==> config.mk <==
export PLATFORM = sky130hd
export DESIGN_NAME = game_tick_gen
export DESIGN_NICKNAME = d
export VERILOG_FILES = /design/src/rtl/game_tick_gen.sv
export SDC_FILE = /design/constraint.sdc
export NUM_CORES = 1
export LEC_CHECK = 0
export CAP_MARGIN = 20
export CORE_MARGIN = 2
export CORE_UTILIZATION = 44
export DETAILED_ROUTE_END_ITERATION = 16
export PLACE_DENSITY_LB_ADDON = 0.12
export SYNTH_ARGS = -nofsm -noshare
export SYNTH_HDL_FRONTEND = slang
export SYNTH_SLANG_ARGS = --single-unit
==> constraint.sdc <==
create_clock -name clk -period 4.7 [get_ports clk]
set_clock_uncertainty 0.05 [all_clocks]
set_input_delay 0.47 -clock clk [delete_from_list [all_inputs] [get_ports clk]]
set_output_delay 0.47 -clock clk [all_outputs]
set_load 0.03 [all_outputs]
==> src/rtl/game_tick_gen.sv <==
// game_tick_gen: multi-channel game-tick generator. Each channel emits a 1-cycle tick strobe
// every eff_period clk cycles, a level that toggles on each tick, and a wrapping tick counter.
// Ports: clk, rst (sync, active-high), mode (game-mode code, counts only when == GAME_MODE),
//        pause, period (CHANNELS*CTR_W, ch i at [i*CTR_W +: CTR_W]) -> tick, level, tick_cnt.
// Optional feature: define SNAKE_TICK_SPEEDUP_EN to shorten each channel's period every
// RAMP_TICKS ticks by RAMP_STEP cycles, floored at MIN_PERIOD.
module game_tick_gen #(
    parameter int         CHANNELS   = 2,
    parameter int         CTR_W      = 26,
    parameter int         RST_PERIOD = 37500000,
    parameter int         CNT_W      = 16,
    parameter int         RAMP_TICKS = 64,
    parameter int         RAMP_STEP  = 1000000,
    parameter int         MIN_PERIOD = 4000000,
    parameter logic [1:0] GAME_MODE  = 2'd1     // encoding of GAME in the game_mode enum
) (
    input  logic                      clk,
    input  logic                      rst,
    input  logic [1:0]                mode,
    input  logic                      pause,
    input  logic [CHANNELS*CTR_W-1:0] period,
    output logic [CHANNELS-1:0]       tick,
    output logic [CHANNELS-1:0]       level,
    output logic [CHANNELS*CNT_W-1:0] tick_cnt
);

    localparam logic [CTR_W-1:0] RST_P = CTR_W'(RST_PERIOD);

    logic in_game;
    assign in_game = (mode == GAME_MODE);

    // Periods below 2 would allow back-to-back ticks and a level with no low phase.
    function automatic logic [CTR_W-1:0] clamp2(input logic [CTR_W-1:0] p);
        return (p < CTR_W'(2)) ? CTR_W'(2) : p;
    endfunction

`ifndef SNAKE_TICK_SPEEDUP_EN
    logic unused_ramp_cfg;
    assign unused_ramp_cfg = (RAMP_TICKS == 0) ^ (RAMP_STEP == 0) ^ (MIN_PERIOD == 0);
`endif

    for (genvar i = 0; i < CHANNELS; i++) begin : g_ch
        logic [CTR_W-1:0] ctr;
        logic [CTR_W-1:0] eff_period;
        logic [CTR_W-1:0] req;
        logic [CTR_W-1:0] reload;
        logic [CNT_W-1:0] cnt;
        logic             tck;
        logic             lvl;
        logic             at_end;

        assign req = clamp2(period[i*CTR_W +: CTR_W]);

        // ctr >= eff_period-1 evaluated one bit wider so a zero period cannot underflow.
        assign at_end = ({1'b0, ctr} + (CTR_W+1)'(1)) >= {1'b0, eff_period};

`ifdef SNAKE_TICK_SPEEDUP_EN
        localparam int RW = (RAMP_TICKS < 2) ? 1 : $clog2(RAMP_TICKS);
        localparam logic [CTR_W-1:0] MIN_P = CTR_W'(MIN_PERIOD);

        logic [RW-1:0]    ramp_ctr;
        logic [CTR_W-1:0] offset;
        logic [CTR_W-1:0] offset_next;
        logic [CTR_W:0]   offset_sum;
        logic [CTR_W-1:0] reduced;
        logic             ramp_hit;

        // The tick that completes a ramp step already reloads with the larger offset.
        always_comb begin
            ramp_hit    = (ramp_ctr == RW'(RAMP_TICKS - 1));
            offset_sum  = {1'b0, offset} + (CTR_W+1)'(RAMP_STEP);
            offset_next = offset;
            if (ramp_hit) begin
                offset_next = offset_sum[CTR_W] ? {CTR_W{1'b1}} : offset_sum[CTR_W-1:0];
            end
            reduced = (req > offset_next) ? (req - offset_next) : '0;
            reload  = (reduced < MIN_P) ? MIN_P : reduced;
        end

        always_ff @(posedge clk) begin
            if (rst || !in_game) begin
                ramp_ctr <= '0;
                offset   <= '0;
            end else if (!pause && at_end) begin
                ramp_ctr <= ramp_hit ? '0 : ramp_ctr + RW'(1);
                offset   <= offset_next;
            end
        end
`else
        assign reload = req;
`endif

        always_ff @(posedge clk) begin
            if (rst) begin
                ctr        <= '0;
                eff_period <= RST_P;
                cnt        <= '0;
                tck        <= 1'b0;
                lvl        <= 1'b0;
            end else if (!in_game) begin
                ctr        <= '0;
                eff_period <= req;
                cnt        <= '0;
                tck        <= 1'b0;
            end else if (pause) begin
                tck        <= 1'b0;
            end else if (at_end) begin
                ctr        <= '0;
                eff_period <= reload;
                cnt        <= cnt + CNT_W'(1);
                tck        <= 1'b1;
                lvl        <= ~lvl;
            end else begin
                ctr        <= ctr + CTR_W'(1);
                tck        <= 1'b0;
            end
        end

        assign tick[i]                   = tck;
        assign level[i]                  = lvl;
        assign tick_cnt[i*CNT_W +: CNT_W] = cnt;
    end

endmodule

* Word level (Yosys, flattened, before mapping) *
Index checks and enable logic that the tools add are counted.

storage, ports and cells
  register bits = 140
  input bits = 57
  output and inout bits = 36
  logic and storage cells = 48

cells by class
  add/sub/neg operators = 6
  $lt $le $gt $ge = 4
  equal/unequal tests = 4
  muxes and demuxes = 12
  bitwise logic cells = 4
  reductions and logical operators = 8

operators by type and width
  kind                                                   count
  two-way mux 26 bit                                     10
  adder 26 x 1 -> 27 bit, second input constant          2
  >= comparator 27 x 26 -> 1 bit                         2
  adder 26 x 1 -> 26 bit, second input constant          2
  < comparator 26 x 2 -> 1 bit, second input constant    2
  adder 16 x 1 -> 16 bit, second input constant          2
  AND reduction 2 bit                                    4
  AND reduction 3 bit                                    2
  inequality test 2 x 1 -> 1 bit, second input constant  2
  NOT 1 bit                                              4
  OR reduction 3 bit                                     1
  == test 2 x 1 -> 1 bit, second input constant          1
  two-way mux 1 bit                                      2
  inequality test 2 bit, second input constant           1
  OR reduction 2 bit                                     1

* Logic depth before layout (Yosys ltp) *
Gate-level depths: netlist of run 1.

  word-level depth = 5
  gate-level depth with buffers = 18
  mapped depth without buffers = 15

* Worst setup path after synthesis of run 1 *
No wires, ideal clock.

  path type = register to register
  from = register g_ch[0].ctr[7]
  to = register g_ch[0].cnt[13]
  library setup time = 71 ps
  data arrival time = 3,880 ps
  data required time = 4,579 ps
  slack = 699 ps
  stages on the path, launching flop included = 16
  buffers on the path = 1
  period minus slack after synthesis = 4,001 ps
  cell sequence = dfxtp_1 and4_1 nand2_1 nor4_1 nand4_1 or3_1 xnor2_1 ha_1 nand4_1 nor3_2 and4_1 o21a_1 clkbuf_1 o2111ai_2 or4_1 a21oi_1

on the way
  cells in the longest elaborated chain, start to end = 3

ends and longest elaborated chain
  what                            RTL line  source
  from (decl)                     43        logic [CTR_W-1:0] ctr;
  from (signal assigned)          114       ctr <= ctr + CTR_W'(1);
  adder 26 x 1 -> 27 bit          55        assign at_end = ({1'b0, ctr} + (CTR_W+1)'(1)) >= {1'b0, eff_period};
  >= comparator 27 x 26 -> 1 bit  55
  AND reduction 2 bit (no line)   -
  to (signal assigned)            110       cnt <= cnt + CNT_W'(1);
  to (decl)                       47        logic [CNT_W-1:0] cnt;

Every way passes these cells.
A chain may end at the register's enable or synchronous reset.

* Worst setup path after layout of run 1 *
  from = register g_ch[0].ctr[7]
  to = register g_ch[0].cnt[14]

The elaborated chain is that of the path after synthesis.

==> results.md, run 1 <==
* Status: finished, final reports clean
* Post-Route WL at about 21 mm
* Vias in the first global route at between 7,000 and 8,000
* Vias at ~7,400
* Final instance area at between 0.009 and 0.01 mm²
* Layout Cells excl Fill at ~1,300
* Synth async-reset ratio at 0%
* # fillers at approximately 1,800
* Syn Area/Cell at 8.104 µm²
* Die H at ~140 µm
* DRC Markers at 0
* Crit path max fanout at 7
* Register area at between 0.002 and 0.003 mm²
* Switching Share at 24.70%
* Worst R2R Path Depth at 14
* Die width at between 100 and 150 µm
* # port buffers at between 90 and 100
* Multi-input logic area at between 0.004 and 0.005 mm²
* Core ar. at between 0.015 and 0.02 mm²
* Worst-Skew Late Latency at 0.43 ns
* Worst-margin pin slew at between 0.8 and 0.9 ns
* Synth unique cells at 60
* Critical path class: reg -> reg
* CTS Root Cell: clkbuf_16
* YS warnings at 0
* First-pass GRT wire length at 34.61 mm
* GR Overflow Total at 0
* Bufs on Longest Clock Path at 2
* Lkg Pwr at between 3 and 4 nW
* FMAX at ~230 MHz
* Share of cells above drive strength 1 at roughly 6.7%
* Data arrival time of the worst path at ~4.6 ns
* P&R area growth vs syn at 20.73%
* Resized Gates After CTS at 0
* Total power at 2.728 mW
* Die area at 0.01980 mm²
* Post-Place Worst Slack at approximately 0.27 ns
* Initial antenna violation count at 0
* Min Clock Period, post-route at between 4 and 5 ns
* Finish-stage setup viols at 0
* Post-route setup TNS at 0 ns
* DP Area at between 0.009 and 0.01 mm²
* Post-synth EDFFs at 0
* Ant diodes at 0
* Initial DRC count at about 320
* Worst Setup EP: g_ch[0].cnt[14]
* Post-Synthesis Cells at 1,015
* CTS tree: yes
* Slew Limit Headroom at between 40% and 50%
* Final period util at just over 90%
* Cell taking the most area after synthesis: dfxtp_1
* Ranking of synthesized cells by area: dfxtp_1, ha_1, nor2_1, nand3_1, xnor2_1
* Hold_ws at 0.2714 ns
* # rows at 50
* Avg WL per Cell at between 15 and 20 µm
* Worst Setup End Kind: register
* CTS sink count at 140
* Combinational share of power at just under 8%
* Hold Buf Count CTS at 0
* Number of setup buffers added after CTS at 0
* Setup crit start kind: register
* RSZ-0062 raised after global routing: false
* HP Class: in -> reg
* 1st-pass router iterations at 5
* Register bit count reported by yosys at 140
* Max IR drop VDD at 261.3 µV
* Max-slew violation count at 0
* GR Util All Layers at between 20% and 30%
* Net Switching at between 600 and 700 µW
* Share of power burned in registers at 45.2%
* Final critical-path setup slack at 0.3633 ns
* Final GP Congestion at between 0.8 and 0.9
* PwrDens at about 270 mW/mm²
* Worst-path clk slew at 0.06 ns
* Yosys top cell area share at about a third
* Predominant post-synthesis flop cell: dfxtp_1
* RR Endpoint: g_ch[0].cnt[14]
* Via/cell ratio at about 5.6
* Syn nets at about 1,100
* Placed Cells at ~1,300
* Clock buffer count from CTS at 17
* Hold path cells at 2
* Worst setup startpoint: g_ch[0].ctr[7]
* Layout Nets at 1,202
* Io pins at 93
* Post-Syn Area at 0.008225 mm²
* Internal at just over 2 mW
* Sequential area share after synthesis at roughly 34%
* Crit path required time at approximately 5 ns
* Pin count of the biggest net entering global routing at 64
* CTS H-tree depth at 4
* Initial Util at approximately 44%
* R2r setup slk at 0.36 ns
* Final Hold Fails at 0
* # Max-Cap Violations at 0
* Clock group share of total power at a little under half
* Finished Core Util at roughly 54%
* ANT nets after route at 0
* R2r startpoint: g_ch[0].ctr[7]
* DP HPWL at between 10 and 15 mm
## power by group through the flow
stage / registers [mW] / logic, mW / clock network (mW)
2_1_floorplan: 1.25 / 0.123 / 0
3_3_place_gp: 1.26 / 0.213 / 0
3_5_place_dp: 1.26 / 0.214 / 0
4_1_cts: 1.23 / 0.215 / 1.31
5_1_grt: 1.23 / 0.239 / 1.37
6_report: 1.23 / 0.213 / 1.28
## Yosys cell counts (15+ instances only)
cell type,number
a21oi_1,59
clkbuf_1,37
dfxtp_1,140
ha_1,56
inv_1,62
mux2i_1,32
nand2_1,74
nand3_1,69
nand4_1,22
nor2_1,113
nor3_1,36
nor4_1,25
o21ai_0,21
or3_1,15
xnor2_1,39
xor2_1,23
## layer usage
layer | vias to the layer above | routed length (µm) | global-route usage, %
met3 | 23 | 619 | 3.872
met5 | - | 0 | 0
met1 | 3486 | 9139 | 25.75
met4 | 0 | 368 | 7.053
li1 | 3792 | - | -
met2 | 112 | 10700 | 38.92
## worst min-delay path by stage
stage                           from               endpoint  slack, ns
2_1_floorplan  g_ch[1].eff_period[0]  g_ch[1].eff_period[0]       0.39
3_3_place_gp   g_ch[1].eff_period[0]  g_ch[1].eff_period[0]       0.41
3_5_place_dp   g_ch[1].eff_period[0]  g_ch[1].eff_period[0]       0.41
4_1_cts                          rst            g_ch[1].lvl       0.26
5_1_grt                          rst            g_ch[1].lvl       0.28
6_report                         rst            g_ch[1].lvl       0.27
## worst max-delay path, cell delays in order, from the launching register on
cell and delay, ns:
dfxtp_1 0.41, and4_1 0.24, nand2_1 0.10, nor4_2 0.37, nand4_1 0.26, or3_1 0.41, xnor2_1 0.15, ha_1 0.29
nand4_1 0.14, nor3_2 0.32, and4_1 0.28, o21a_1 0.31, o211ai_1 0.25, or4_1 0.55, a21oi_1 0.15
## registers in the layout, summed over array words and instances, names as in the netlist
register         cells
g_ch.lvl             2
g_ch.cnt            32
g_ch.ctr            52
g_ch.eff_period     52
g_ch.tck             2
## kinds of logic (layout without fill, tap and decap cells)
| family | Yosys count | after routing | synth area share [%] |
|---|---|---|---|
| AO/OA/AOI/OAI | 179 | 179 | 14.56 |
| AND/OR/NAND/NOR | 426 | 426 | 26.33 |
| flip-flops | 140 | 140 | 34.07 |
| buffers and inverters | 120 | 206 | 6.024 |
| XOR/XNOR | 62 | 62 | 6.602 |
| multiplexers | 32 | 32 | 3.894 |
| adder cells (fa/ha/maj) | 56 | 56 | 8.518 |
## cells in the final DEF, fill, tap and decap left out, drive strengths merged, types with 3 or more instances in the layout
cell           instances
clkbuf                18
nor2                 113
a211o                 11
xnor2                 39
o211ai                10
nor3                  39
a32o                   8
and3                  12
clkinvlp               8
and2                  11
a211oi                 7
o21ai                 33
a21o                   9
a22oi                  3
and4                  10
nor4                  26
a31oi                 10
a31o                   4
or2                    3
ha                    56
or3                   15
a21oi                 60
buf                   23
xor2                  23
nand3                 69
clkinv                 3
clkdlybuf4s50         90
nand2                 74
nand3b                 4
nor2b                  4
inv                   63
o31ai                  9
mux2i                 32
nand4                 22
nand4b                 3
dfxtp                140
or4                   12
## cell type report
| class | instances | area share [%] |
|---|---|---|
| Tap cell | 234 | 2.948 |
| Clock buffer | 18 | 4.422 |
| Multi-Input combinational cell | 755 | 49.83 |
| Inverter | 62 | 2.343 |
| Sequential cell | 140 | 28.22 |
| Timing Repair Buffer | 113 | 11.01 |
| Clock inverter | 13 | 1.222 |
Note: power is estimated with default switching activity, not from simulation.
==> run 2: changes to the inputs <==
PLACE_DENSITY_LB_ADDON = default   (was 0.12)
==> run 2 against run 1 <==
  * Via count down 1.4%
  * Worst hold slack gained 0.14 ns
  * Critical path depth stayed put
  * Sequential power hardly changed
  * Utilization up 0.64 points
  * Fmax increased by 0.55%
  * Non-clock buffer count is 1 higher
  * Global-route usage increased by 0.071 points
  * Total power up 6.2%
  * Sequential share of layout area is 0.33 points lower
  * Count of clock-buffer cells in the layout rose by 1
  * Clock power rose by 13%
  * Highest routed layer unchanged
==> results.md, run 2 (same netlist as run 1, synthesis figures left out) <==
* Lkg Pwr at between 4 and 5 nW
* RR Endpoint: g_ch[0].cnt[15]
* Avg WL per Cell at between 15 and 20 µm
* Combinational share of power at roughly 7.4%
* Max-slew violation count at 0
* Net Switching at a little under 700 µW
* Post-route setup TNS at 0 ns
* Most common cell after layout, fill and taps aside: dfxtp_1
* Io pins at between 90 and 100
* Final period util at between 90% and 100%
* Vias at 7,309
* Worst-Skew Late Latency at 0.42 ns
* Crit path max fanout at 7
* DP HPWL at around 15 mm
* FMAX at roughly 230 MHz
* CTS Root Cell: clkbuf_16
* Total power at slightly below 3 mW
* Most frequent cells in the layout: dfxtp_1, nor2_1, clkdlybuf4s50_1
* Initial DRC count at 360
* Share of power burned in registers at around 43%
* 1st-pass router iterations at 5
* RSZ-0062 raised after global routing: false
* Ant diodes at 0
* Switching Share at between 20% and 30%
* Number of setup buffers added after CTS at 0
* Setup crit start kind: register
* Hold path cells at 2
* Post-Route WL at 20.83 mm
* CTS sink count at between 100 and 150
* PwrDens at between 200 and 300 mW/mm²
* Final Hold Fails at 0
* Hold Buf Count CTS at 0
* Worst setup startpoint: g_ch[0].ctr[7]
* First-pass GRT wire length at ~34 mm
* Max IR drop VDD at about 250 µV
* Data arrival time of the worst path at ~4.6 ns
* GR Util All Layers at 21.58%
* Bufs on Longest Clock Path at 2
* Die area at between 0.015 and 0.02 mm²
* # Max-Cap Violations at 0
* Share of cells above drive strength 1 at under 10%
* Slew Limit Headroom at a little over a third
* GR Overflow Total at 0
* Core ar. at 0.01852 mm²
* Finish-stage setup viols at 0
* CTS H-tree depth at 4
* Worst-path clk slew at roughly 0.060 ns
* # rows at 50
* # fillers at roughly 1,800
* Pin count of the biggest net entering global routing at 68
* Vias in the first global route at a little under 7,000
* ANT nets after route at 0
* R2r startpoint: g_ch[0].ctr[7]
* Worst Setup EP: g_ch[0].cnt[15]
* Clock group share of total power at 50.1%
* Final GP Congestion at between 0.8 and 0.9
* Status: finished, final reports clean
* Worst-margin pin slew at 0.9595 ns
* Critical path class: reg -> reg
* R2r setup slk at around 0.39 ns
* CTS tree: yes
* Biggest regs: g_ch.ctr: 52 flops, g_ch.eff_period: 52 flops, g_ch.cnt: 32 flops
* Die H at between 100 and 150 µm
* DRC Markers at 0
* Via/cell ratio at 5.467
* P&R area growth vs syn at 22.18%
* Min Clock Period, post-route at 4.313 ns
* HP Class: reg -> reg
* Initial Util at between 40 and 50%
* Hold Startpoint: g_ch[1].eff_period[0]
* Worst Setup End Kind: register
* # port buffers at 92
* Crit path required time at ~5.0 ns
* Layout Nets at between 1,000 and 1,500
* Die width at 140.7 µm
* Internal at approximately 2.2 mW
* Worst R2R Path Depth at 14
* Initial antenna violation count at 0
* Clock buffer count from CTS at 17
==> run 2: cell types whose count changed in the layout (fill, tap and decap cells not counted), moves of 2 or more <==
cell	previous run	this run
buf_12	2	4
bufinv_16	1	4
clkinvlp_4	8	2
inv_6	1	3
==> run 2: stage by stage <==
stage / instance area [µm²] / setup slack, ns / std cells / hold slack [ns] / utilization, %
finish: 10050 / 0.3870 / 1337 / 0.4155 / 54.27
global placement: 9397 / 0.3594 / 1305 / 0.4003 / 50.74
floorplan: 8225 / 0.6994 / 1015 / 0.3856 / -
detailed placement: 9397 / 0.2536 / 1305 / 0.4109 / 50.74
CTS: 10030 / 0.2410 / 1337 / 0.4199 / 54.16
global route: 10050 / 0.0008527 / 1337 / 0.4381 / 54.27
==> run 2: worst min-delay path by stage <==
stage / endpoint / slack [ns]
2_1_floorplan: g_ch[1].eff_period[0] / 0.39
3_3_place_gp: g_ch[1].eff_period[0] / 0.40
3_5_place_dp: g_ch[1].eff_period[0] / 0.41
4_1_cts: g_ch[1].eff_period[0] / 0.42
5_1_grt: g_ch[1].eff_period[0] / 0.44
6_report: g_ch[1].eff_period[0] / 0.42
==> run 2: repair_timing <==
action / 4_1_cts / 5_1_grt
endpoints found under the setup margin: 0 / 6
hold endpoints to repair: 0 / 0
resized for setup: 0 / 5
==> run 2: worst max-delay path, cell delays in order (launching register included) <==
cell	delay [ns]
dfxtp_1	0.41
and4_1	0.24
nand2_1	0.09
nor4_2	0.33
nand4_1	0.26
or3_1	0.42
xnor2_1	0.15
ha_1	0.29
nand4_1	0.14
nor3_2	0.32
and4_1	0.28
o21a_1	0.32
o211ai_1	0.25
or4_1	0.55
a21oi_1	0.14
==> run 2: power groups by stage <==
stage	registers, mW	logic [mW]	clock network, mW
final	1.23	0.215	1.45
after global routing	1.23	0.242	1.54
after CTS	1.23	0.218	1.48
after detailed placement	1.26	0.216	0
after global placement	1.26	0.216	0
after floorplan	1.25	0.123	0
==> run 2: area by class of cell <==
type,instances,area (µm²),area share (%)
Clock inverter,13,188.9,1.880
Clock buffer,19,442.9,4.407
Inverter,62,232.7,2.316
Timing Repair Buffer,114,1126,11.21
Sequential cell,140,2803,27.89
Multi-Input combinational cell,755,4964,49.39
Tap cell,234,292.8,2.913
==> run 2: routing by layer <==
layer	vias to the layer above	global-route usage, %	part of all wire (%)
met5	-	0	0
li1	3804	-	-
met3	28	4.144	3.6
met4	0	8.316	2.3
met1	3333	25.56	44
met2	144	38.59	50
==> run 3: changes to the inputs <==
MAX_ROUTING_LAYER = met4   (was default)
==> run 3 against run 2 <==
  * Sequential power hardly changed
  * Clock power is essentially flat
  * Worst setup slack got worse by 0.0093 ns
  * Die area is the same
  * Utilization is the same
  * Global-route usage rose by 0.68 points
  * Final cell count unchanged
  * Routed wire length shrank 0.15%
  * Fmax is 0.22% lower
==> results.md, run 3 (same netlist as run 1, synthesis figures left out) <==
* Status: finished, final reports clean
* Slowest-stage cell, CP: or4_1
* DP HPWL at approximately 15 mm
* Max-slew violation count at 0
* Number of setup buffers added after CTS at 0
* Io pins at between 90 and 100
* Layout Nets at roughly 1,200
* Setup crit start kind: register
* Crit path required time at around 5.0 ns
* Lkg Pwr at 4.033 nW
* CTS Root Cell: clkbuf_16
* Die H at approximately 140 µm
* # port buffers at between 90 and 100
* Finish-stage setup viols at 0
* Final period util at between 90 and 100%
* Clock group share of total power at 50.2%
* Worst-Skew Late Latency at around 0.43 ns
* Biggest regs: g_ch.ctr: 52 flops, g_ch.eff_period: 52 flops, g_ch.cnt: 32 flops
* ANT nets after route at 0
* Worst Setup End Kind: register
* Crit-path cells: and4_1, nand2_1, nor4_2, nand4_1, or3_1, xnor2_1, ha_1, nand4_1, nor3_2, and4_1, o21a_1, o211ai_1, or4_1, a21oi_1
* CTS sink count at 140
* Vias in the first global route at just under 7,000
* Share of cells above drive strength 1 at a little over 7%
* CTS tree: yes
* GR Util All Layers at between 20 and 25%
* # Max-Cap Violations at 0
* Avg WL per Cell at around 16 µm
* # rows at 50
* # fillers at 1,780
* CTS H-tree depth at 4
* Bufs on Longest Clock Path at 2
* R2r setup slk at 0.38 ns
* Die area at 0.01980 mm²
* RR Endpoint: g_ch[0].cnt[15]
* Core ar. at around 0.019 mm²
* Switching Share at between 20% and 30%
* Most frequent cells in the layout: dfxtp_1, nor2_1, clkdlybuf4s50_1
* Vias at between 7,000 and 8,000
* Final Hold Fails at 0
* Internal at between 2 and 2.5 mW
* PwrDens at 288.7 mW/mm²
* Worst setup startpoint: g_ch[0].ctr[7]
* Final GP Congestion at approximately 0.90
* Share of power burned in registers at between 40% and 50%
* DRC Markers at 0
* Pin count of the biggest net entering global routing at 68
* Initial DRC count at 414
* Slew Limit Headroom at a little over a third
* Critical path class: reg -> reg
* RSZ-0062 raised after global routing: false
* Via/cell ratio at between 5 and 6
* Initial Util at between 40% and 50%
* Initial antenna violation count at 0
* Max IR drop VDD at 255.4 µV
* GR Overflow Total at 0
* P&R area growth vs syn at 22.18%
* Hold Startpoint: g_ch[1].eff_period[0]
* FMAX at 231.4 MHz
* HP Class: reg -> reg
* Hold path cells at 2
* R2r startpoint: g_ch[0].ctr[7]
* Net Switching at about 680 µW
* Combinational share of power at ~7.4%
* Multi-input logic area at between 0.004 and 0.005 mm²
* Ant diodes at 0
* Worst-path clk slew at ~0.060 ns
* Data arrival time of the worst path at 4.63 ns
* 1st-pass router iterations at 6
* Register area at about 0.0028 mm²
* First-pass GRT wire length at roughly 34 mm
* Worst R2R Path Depth at 14
* Clock buffer count from CTS at 17
* Post-Route WL at 20.80 mm
* Slowest Stage Delay on Critical Path at ~0.55 ns
* Die width at around 140 µm
* Most common cell after layout, fill and taps aside: dfxtp_1
* Worst-margin pin slew at around 0.96 ns
* Crit path max fanout at 7
* Min Clock Period, post-route at 4.322 ns
* Hold_ws at roughly 0.42 ns
* Post-route setup TNS at 0 ns
* Worst Setup EP: g_ch[0].cnt[15]
[run 3: cell counts in the layout (fill, tap and decap cells not counted)]
Identical to the previous run, type by type.
[run 3: through the flow]
step                      utilization, %  power, mW  std cells  cell area, µm²  worst slack, ns
final                              54.27      2.901       1337           10050           0.3777
after global routing               54.27      3.019       1337           10050        0.0008371
after CTS                          54.16      2.931       1337           10030           0.2410
after detailed placement           50.74      1.473       1305            9397           0.2536
after global placement             50.74      1.472       1305            9397           0.3594
after floorplan                        -      1.377       1015            8225           0.6994
[run 3: final cells by class]
class | instances | share of cell area [%]
clock buffer | 19 | 4.407
tap | 234 | 2.913
inverter | 62 | 2.316
timing repair buffer | 114 | 11.21
clock inverter | 13 | 1.880
sequential | 140 | 27.89
multi-input combinational | 755 | 49.39
[run 3: timing repair]
item / in CTS / in global routing
hold buffers: 0 / 0
endpoints found under the setup margin: 0 / 6
gates resized for setup: 0 / 5
[run 3: power by group through the flow]
stage	Clock [mW]	Combinational [mW]	Sequential, mW
finish	1.46	0.215	1.23
global route	1.54	0.243	1.23
CTS	1.48	0.218	1.23
detailed placement	0	0.216	1.26
global placement	0	0.216	1.26
floorplan	0	0.123	1.25
[run 3: worst min-delay path by stage]
stage	endpoint	slack, ns
CTS	g_ch[1].eff_period[0]	0.42
floorplan	g_ch[1].eff_period[0]	0.39
global route	g_ch[1].eff_period[0]	0.44
detailed placement	g_ch[1].eff_period[0]	0.41
global placement	g_ch[1].eff_period[0]	0.40
finish	g_ch[1].eff_period[0]	0.42
[run 3: per-layer routing]
metal  GRT usage [%]  wire, µm  vias to the layer above
met3           4.144       726                       28
met5               -         0                        -
met2           38.49     10510                      124
li1                -         -                     3796
met1           25.75      9069                     3324
met4           8.316       496                        0
[run 3: worst max-delay path: cells and delay by family (launching register included)]
kind / cells / cell delay [ns]
compound gates: 3 / 0.72
simple gates: 9 / 2.63
flops: 1 / 0.41
xor+xnor: 1 / 0.15
fa+ha+maj: 1 / 0.29
